==> src/rtl/array_rw_ctrl.sv <==
// -----------------------------------------------------------------------------
// array_rw_ctrl
//
// Request/response front end for a single-port (RW0) SRAM macro. Requests are
// passed straight through to the macro in the cycle they are accepted. Read
// data, which the macro only holds for the single cycle after the read, is
// either bypassed to the response port or parked in a small response FIFO.
// Read flow control guarantees that every issued read has a FIFO slot, so
// macro data is never lost, even while the consumer stalls.
//
// Parameters
//   ADDR_W      macro address width
//   DATA_W      data width
//   MASK_W      write-mask lanes (DATA_W/MASK_W bits per lane)
//   RESP_DEPTH  response FIFO entries (must be >= 2 for full read throughput)
//
// Ports
//   clock, reset             single clock, synchronous active-high reset
//   req_valid / req_ready    request handshake
//   req_write                1 = masked write, 0 = read
//   req_addr/mask/wdata      request payload
//   resp_valid / resp_ready  read-response handshake
//   resp_rdata               read data, in request order
//   mem_en/wmode/addr/wmask/wdata  macro RW0 port drive
//   mem_rdata                macro read data (valid one cycle after issue)
//
// Optional build macro
//   ARRAY_CTRL_STATS_EN  adds 32-bit wrapping counters stat_reads, stat_writes
//                        (accepted requests) and stat_stalls (cycles with
//                        resp_valid && !resp_ready).
// -----------------------------------------------------------------------------
module array_rw_ctrl #(
  parameter int ADDR_W     = 9,
  parameter int DATA_W     = 84,
  parameter int MASK_W     = 4,
  parameter int RESP_DEPTH = 2
) (
  input  logic              clock,
  input  logic              reset,
  input  logic              req_valid,
  output logic              req_ready,
  input  logic              req_write,
  input  logic [ADDR_W-1:0] req_addr,
  input  logic [MASK_W-1:0] req_mask,
  input  logic [DATA_W-1:0] req_wdata,
  output logic              resp_valid,
  input  logic              resp_ready,
  output logic [DATA_W-1:0] resp_rdata,
  output logic              mem_en,
  output logic              mem_wmode,
  output logic [ADDR_W-1:0] mem_addr,
  output logic [MASK_W-1:0] mem_wmask,
  output logic [DATA_W-1:0] mem_wdata,
  input  logic [DATA_W-1:0] mem_rdata
`ifdef ARRAY_CTRL_STATS_EN
  ,
  output logic [31:0]       stat_reads,
  output logic [31:0]       stat_writes,
  output logic [31:0]       stat_stalls
`endif
);

  localparam int PTR_W = (RESP_DEPTH > 1) ? $clog2(RESP_DEPTH) : 1;
  localparam int OCC_W = $clog2(RESP_DEPTH + 1);

  localparam logic [PTR_W-1:0] LAST_PTR  = PTR_W'(RESP_DEPTH - 1);
  localparam logic [OCC_W-1:0] OCC_FULL  = OCC_W'(RESP_DEPTH);
  localparam logic [OCC_W:0]   DEPTH_CNT = (OCC_W + 1)'(RESP_DEPTH);

  logic              inflight;   // a read was issued to the macro last cycle
  logic [OCC_W-1:0]  occ;        // buffered responses
  logic [PTR_W-1:0]  wr_ptr;
  logic [PTR_W-1:0]  rd_ptr;
  logic [DATA_W-1:0] fifo_mem [RESP_DEPTH];

  logic fifo_empty;
  logic read_room;
  logic accept;
  logic read_issue;
  logic push;
  logic pop;

  function automatic logic [PTR_W-1:0] next_ptr(input logic [PTR_W-1:0] ptr);
    // Explicit wrap so non-power-of-two depths work.
    return (ptr == LAST_PTR) ? '0 : ptr + PTR_W'(1);
  endfunction

  // NOTE: every output of this block gets a value before any condition is
  // tested, so no path leaves a signal unassigned and no latch is inferred.
  always_comb begin
    fifo_empty = (occ == '0);

    // A read may issue only if a FIFO slot is reserved for it, counting the
    // read whose data arrives this cycle. Deliberately independent of
    // resp_ready so the request side has no combinational path from the
    // response side.
    read_room  = ({1'b0, occ} + {{OCC_W{1'b0}}, inflight}) < DEPTH_CNT;
    req_ready  = !reset && (req_write || read_room);
    accept     = req_valid && req_ready;
    read_issue = accept && !req_write;

    // Buffered data is always older than the macro output, so the head wins;
    // the macro output is only presented directly when the FIFO is empty.
    resp_valid = !reset && (!fifo_empty || inflight);
    resp_rdata = fifo_empty ? mem_rdata : fifo_mem[rd_ptr];

    pop  = !fifo_empty && resp_ready && resp_valid;
    // Macro data must be captured unless it left via the bypass this cycle;
    // it is only valid now, so a later write to the same address cannot
    // disturb it.
    push = !reset && inflight && !(fifo_empty && resp_ready);

    mem_en    = accept;
    mem_wmode = req_write;
    mem_addr  = req_addr;
    mem_wmask = req_write ? req_mask : '0;
    mem_wdata = req_wdata;
  end

  // NOTE: state registers use non-blocking assignments so every always_ff
  // samples pre-edge values regardless of evaluation order.
  always_ff @(posedge clock) begin
    if (reset) begin
      inflight <= 1'b0;   // drops any read in flight: no response after reset
      occ      <= '0;
      wr_ptr   <= '0;
      rd_ptr   <= '0;
    end else begin
      inflight <= read_issue;
      if (push) wr_ptr <= next_ptr(wr_ptr);
      if (pop)  rd_ptr <= next_ptr(rd_ptr);
      case ({push, pop})
        2'b10:   occ <= occ + OCC_W'(1);
        2'b01:   occ <= occ - OCC_W'(1);
        default: occ <= occ;
      endcase
    end
  end

  // NOTE: the FIFO storage has no reset; occ and the pointers decide which
  // entries are meaningful, so resetting the data would only add logic.
  always_ff @(posedge clock) begin
    if (push) fifo_mem[wr_ptr] <= mem_rdata;
  end

  // Read flow control makes a push into a full FIFO unreachable.
  a_no_push_when_full: assert property (@(posedge clock) disable iff (reset)
    !(push && occ == OCC_FULL));

`ifdef ARRAY_CTRL_STATS_EN
  always_ff @(posedge clock) begin
    if (reset) begin
      stat_reads  <= '0;
      stat_writes <= '0;
      stat_stalls <= '0;
    end else begin
      if (read_issue)               stat_reads  <= stat_reads  + 32'd1;
      if (accept && req_write)      stat_writes <= stat_writes + 32'd1;
      if (resp_valid && !resp_ready) stat_stalls <= stat_stalls + 32'd1;
    end
  end
`endif

endmodule

==> config.mk <==
export PLATFORM = sky130hd
export DESIGN_NAME = array_rw_ctrl
export DESIGN_NICKNAME = d
export VERILOG_FILES = /design/src/rtl/array_rw_ctrl.sv
export SDC_FILE = /design/constraint.sdc
export NUM_CORES = 1
export LEC_CHECK = 0
export CAP_MARGIN = 15
export CELL_PAD_IN_SITES_DETAIL_PLACEMENT = 2
export CELL_PAD_IN_SITES_GLOBAL_PLACEMENT = 2
export CORE_MARGIN = 1
export CORE_UTILIZATION = 24
export DETAILED_ROUTE_END_ITERATION = 8
export PLACE_DENSITY = 0.8
export SYNTH_ARGS = -nofsm -noshare
export SYNTH_HDL_FRONTEND = slang
export SYNTH_SLANG_ARGS = --single-unit
==> constraint.sdc <==
create_clock -name clock -period 5.4 [get_ports clock]
set_input_delay 1.35 -clock clock [delete_from_list [all_inputs] [get_ports clock]]
set_output_delay 1.35 -clock clock [all_outputs]
set_load 0.01 [all_outputs]
* Yosys cells after proc, flatten, opt, wreduce, memory -nomap -nowiden *
Memory sizes are Yosys's and may differ from the RTL's. A register that Yosys moved wholly into a read port is not among the register bits.
Cells that the tools add are included.

operators by class
  $add $sub $neg = 5
  magnitude comparators = 1
  equal/unequal tests = 2
  muxes and demuxes = 9
  reductions and logical operators = 17

operator list
  kind                                                                           number
  84-bit two-way mux                                                             1
  1-bit logical AND                                                              9
  1-bit two-way mux                                                              6
  1-bit logical NOT                                                              4
  4-bit two-way mux                                                              1
  2-bit case mux with 2 select lines                                             1
  2-bit by 1-bit adder with 3-bit output                                         1
  3-bit by 2-bit less-than comparator with 1-bit output (second input constant)  1
  1-bit adder (second input constant)                                            2
  2-bit by 1-bit adder with 2-bit output (second input constant)                 1
  2-bit by 1-bit == test with 1-bit output (second input constant)               1
  2-bit == test (second input constant)                                          1
  2-bit logical NOT                                                              1
  1-bit logical OR                                                               2
  2-bit nonzero test                                                             1
  2-bit by 1-bit subtractor with 2-bit output (second input constant)            1

storage, ports and cells
  bits in registers = 5
  bits in writable memories = 168
  input bits = 186
  output and inout bits = 185
  logic and storage cells = 39
  memories kept = 1

memories
  name      words  bits a word  rd ports  clocked after memory_dff  wr ports  line  source
  fifo_mem  2      84           1         1                         1         74    logic [DATA_W-1:0] fifo_mem [RESP_DEPTH];

* Logic depth before layout (Yosys ltp) *
  word-level depth = 7
  mapped depth = 6
  mapped depth without buffers = 6

* Worst setup path before layout *
OpenSTA, ideal clock, no wires.

  path type = input -> register
  start point = input port reset
  end point = memory fifo_mem[0][0] (enable)
  library setup time = 527 ps
  data arrival time = 5276 ps
  data required time = 4873 ps
  setup slack = -403 ps
  stages = 3
  path buffers = 1
  cells stage by stage = clkbuf_1 -> nand3b_1 -> nor2_1

between the ends
  longest elaborated chain between the ends = 5

ends and longest elaborated chain
  element                                  line  source
  start, declared                          39    input logic reset,
  1-bit logical NOT                        111   push = !reset && inflight && !(fifo_empty && resp_ready);
  1-bit logical AND (2 in a row)           111
  1-bit two-way mux                        143   if (push) fifo_mem[wr_ptr] <= mem_rdata;
  1-bit two-way mux (implied by the code)  143
  end, declared                            74

No other way between the ends.

* Worst setup path after layout *
  start point = register occ[0]
  end point = output port resp_rdata[31]

between the ends
  longest elaborated chain between the ends = 2

ends and longest elaborated chain
  element                 line  source
  start, declared         71    logic [OCC_W-1:0] occ;
  start signal, assigned  133   2'b10: occ <= occ + OCC_W'(1);
  start signal, assigned  134   2'b01: occ <= occ - OCC_W'(1);
  2-bit logical NOT       91    fifo_empty = (occ == '0);
  84-bit two-way mux      105   resp_rdata = fifo_empty ? mem_rdata : fifo_mem[rd_ptr];
  end, declared           48    output logic [DATA_W-1:0] resp_rdata,

No other way between the ends.

==> results.tsv <==
metric	value	unit
clk_lat worst skew	0.42	ns
most area-consuming cells after synthesis	edfxtp_1 (61%), mux2i_1 (10%), a21oi_2 (8.9%), buf_4 (8.6%), nor2_1 (3.2%)	
starting density of the core	0.2449	
antenna violations before repair	0	
Primary FF master, synth	edfxtp_1	
detailed placement HPWL	12680	µm
CTS sink cnt	174	
WL/cell	16.74	µm
worst-path cell chain	or2_4 -> buf_12 -> nor2_1 -> a21oi_2 -> clkdlybuf4s50_1	
Pleak	3.178	nW
family with the most delay on the worst path	buffers and inverters	
clock buffer depth	2	
vias	4724	
Fmax	0.2386	GHz
CP max stage delay	0.73	ns
WP depth	5	
Setup Buffers After CTS	0	
RSZ-0062 raised after global routing	no	
Ys Warns	0	
Post-Route WL	18990	µm
largest net degree at the start of global routing	49	
DRT iter0 DRCs	173	
#FFs+latches synth	174	
Post-DP Area	0.009935	mm²
type of the most critical hold path	flip-flop to flip-flop	
Post-synth ARST share	0	
GPL Wtd Cong	0.6928	
max_slew headroom	0.4382	
Resized Gates After CTS	0	
Die H	187.5	µm
WHS Path Cells	1	
grt ovf	0	
WP buf/inv	2	
drt drc	0	
ANT nets after route	0	
Fin Hold WS	0.5163	ns
R2R cell count	4	
leading area contributor after synthesis	edfxtp_1	
first-pass GRT wire length	29670	µm
Worst Setup End Kind	primary output	
min cycle time layout	4.191	ns
Worst Path Class, Setup	flip-flop to primary output	
Rows	67	
commonest non-fill, non-tap cell in the layout	clkdlybuf4s50_1	
Worst Max-Slew Pin Slew	0.8428	ns
clk_skew	0.01048	ns
IO Count	371	
Final Hold Viols	0	
total core area	0.03370	mm²
period utilization	0.7762	
required time of the critical path	4.05	ns
finished layout cell area	0.01054	mm²
fin nets	862	
power consumption	3.139	mW
post-synth top area share	0.6112	
layout cell share with drive strength beyond 1	0.2259	
# H-tree levels	4	
Syn Area/Cell	14.18	µm²
Post-synth EDFFs	168	
Syn Inst Count	582	
IO Port Bufs	184	
Filler cells	3531	
cts hold-fix bufs	0	
most frequent cells in the layout	clkdlybuf4s50_1 (184), edfxtp_1 (168), mux2i_1 (84), a21oi_2 (84), nor2_1 (68)	
sequential area share after synthesis	0.6257	
Via-to-Cell Ratio	4.166	
CTS buffer count	17	
CTS clock-pin slew for the worst setup and hold paths	0.07	ns
Sum Neg Setup Slack	0	ns
max-cap viol count	0	
Critical Path AT	2.84	ns
Slew Limit Fails	0	
Layout area overhead	27.63	%
vias in the first global route	5303	
Die Width	187.5	µm
Mapped Nets	769	
Tot GR Track Use	0.1097	
status	finished clean	
Pwr Density	298.0	mW/mm²
Ant. Diodes	0	
Max IR drop VDD	0.1865	mV
maximum fanout along the worst path	43	
Slowest-stage cell, CP	or2_4	
Layout Utilization	0.3126	
Worst setup SP type	flip-flop	
Netlist Area Pre-Place	0.008254	mm²
First-pass DRT Iterations	4	
count of final setup violators	0	
CTS tree	yes	
die area	0.03514	mm²
clock tree root buffer cell	clkbuf_16	
post-synth cell types	26	
[per-stage QoR]
step                setup WS [ns]  cells
floorplan                 -0.4035    582
global placement            1.266   1104
detailed placement          1.214   1104
CTS                         1.145   1134
global route                1.068   1134
finish                      1.209   1134
[where the power goes]
group | total, mW | switching, mW | internal [mW] | leakage, nW
Clock | 1.28 | 0.518 | 0.766 | 0.277
Combinational | 0.361 | 0.163 | 0.198 | 1.34
Sequential | 1.49 | 0.00460 | 1.49 | 1.56
Total | 3.14 | 0.686 | 2.45 | 3.18
[cells by family (layout without fill, tap and decap cells)]
kind of cell	count (synthesis)	in the layout	share of synthesized area
compound gates	90	90	0.09338
mux	84	84	0.1019
fa+ha+maj	1	1	0.001516
flops	174	174	0.6257
simple gates	105	105	0.05897
xor+xnor	3	3	0.003184
buf+inv	125	229	0.1154
[final timing paths]
| check | startpoint | end | slack (ns) |
|---|---|---|---|
| worst min-delay path | wr_ptr | wr_ptr | 0.52 |
| worst min register to register | wr_ptr | wr_ptr | 0.52 |
| worst max-delay path | occ[0] | resp_rdata[31] | 1.21 |
| worst max register to register | occ[0] | fifo_mem[0][42] | 3.30 |
[cells in the mapped netlist, types with 2 or more instances]
library cell and count:
edfxtp_1 168, buf_4 95, a21oi_2 84, mux2i_1 84, nor2_1 70, nor2_2 25, buf_2 14, buf_6 13
dfxtp_1 6, and2_1 4, a21oi_1 2, o21ai_0 2, xor2_1 2
[flip-flops by register name, summed over array words and instances, names as in the netlist, named ones only]
register  count
fifo_mem    168
occ           2
inflight      1
rd_ptr        1
wr_ptr        1
[final cells by class]
type | instances | area, µm² | area share
sequential | 174 | 5169 | 0.4906
clock inverter | 12 | 171.4 | 0.01627
inverter | 1 | 3.754 | 0.0003563
tap | 448 | 560.5 | 0.05321
clock buffer | 18 | 429.2 | 0.04074
multi-input combinational | 283 | 2155 | 0.2045
timing repair buffer | 198 | 2047 | 0.1943
[worst register-to-register path: stages (launching register included)]
cell and delay [ns]:
dfxtp_1 0.48, or3b_1 0.20, nand3b_1 0.25, nor2_4 0.50
buf_12 0.31
[metal layers]
metal / vias up / wire length (µm) / GRT usage
li1: 2176 / - / -
met1: 2398 / 7968 / 0.1235
met2: 131 / 9918 / 0.1986
met3: 19 / 824 / 0.02983
met4: 0 / 277 / 0.03721
met5: - / 0 / 0
Power figures use the tool's default switching activity.
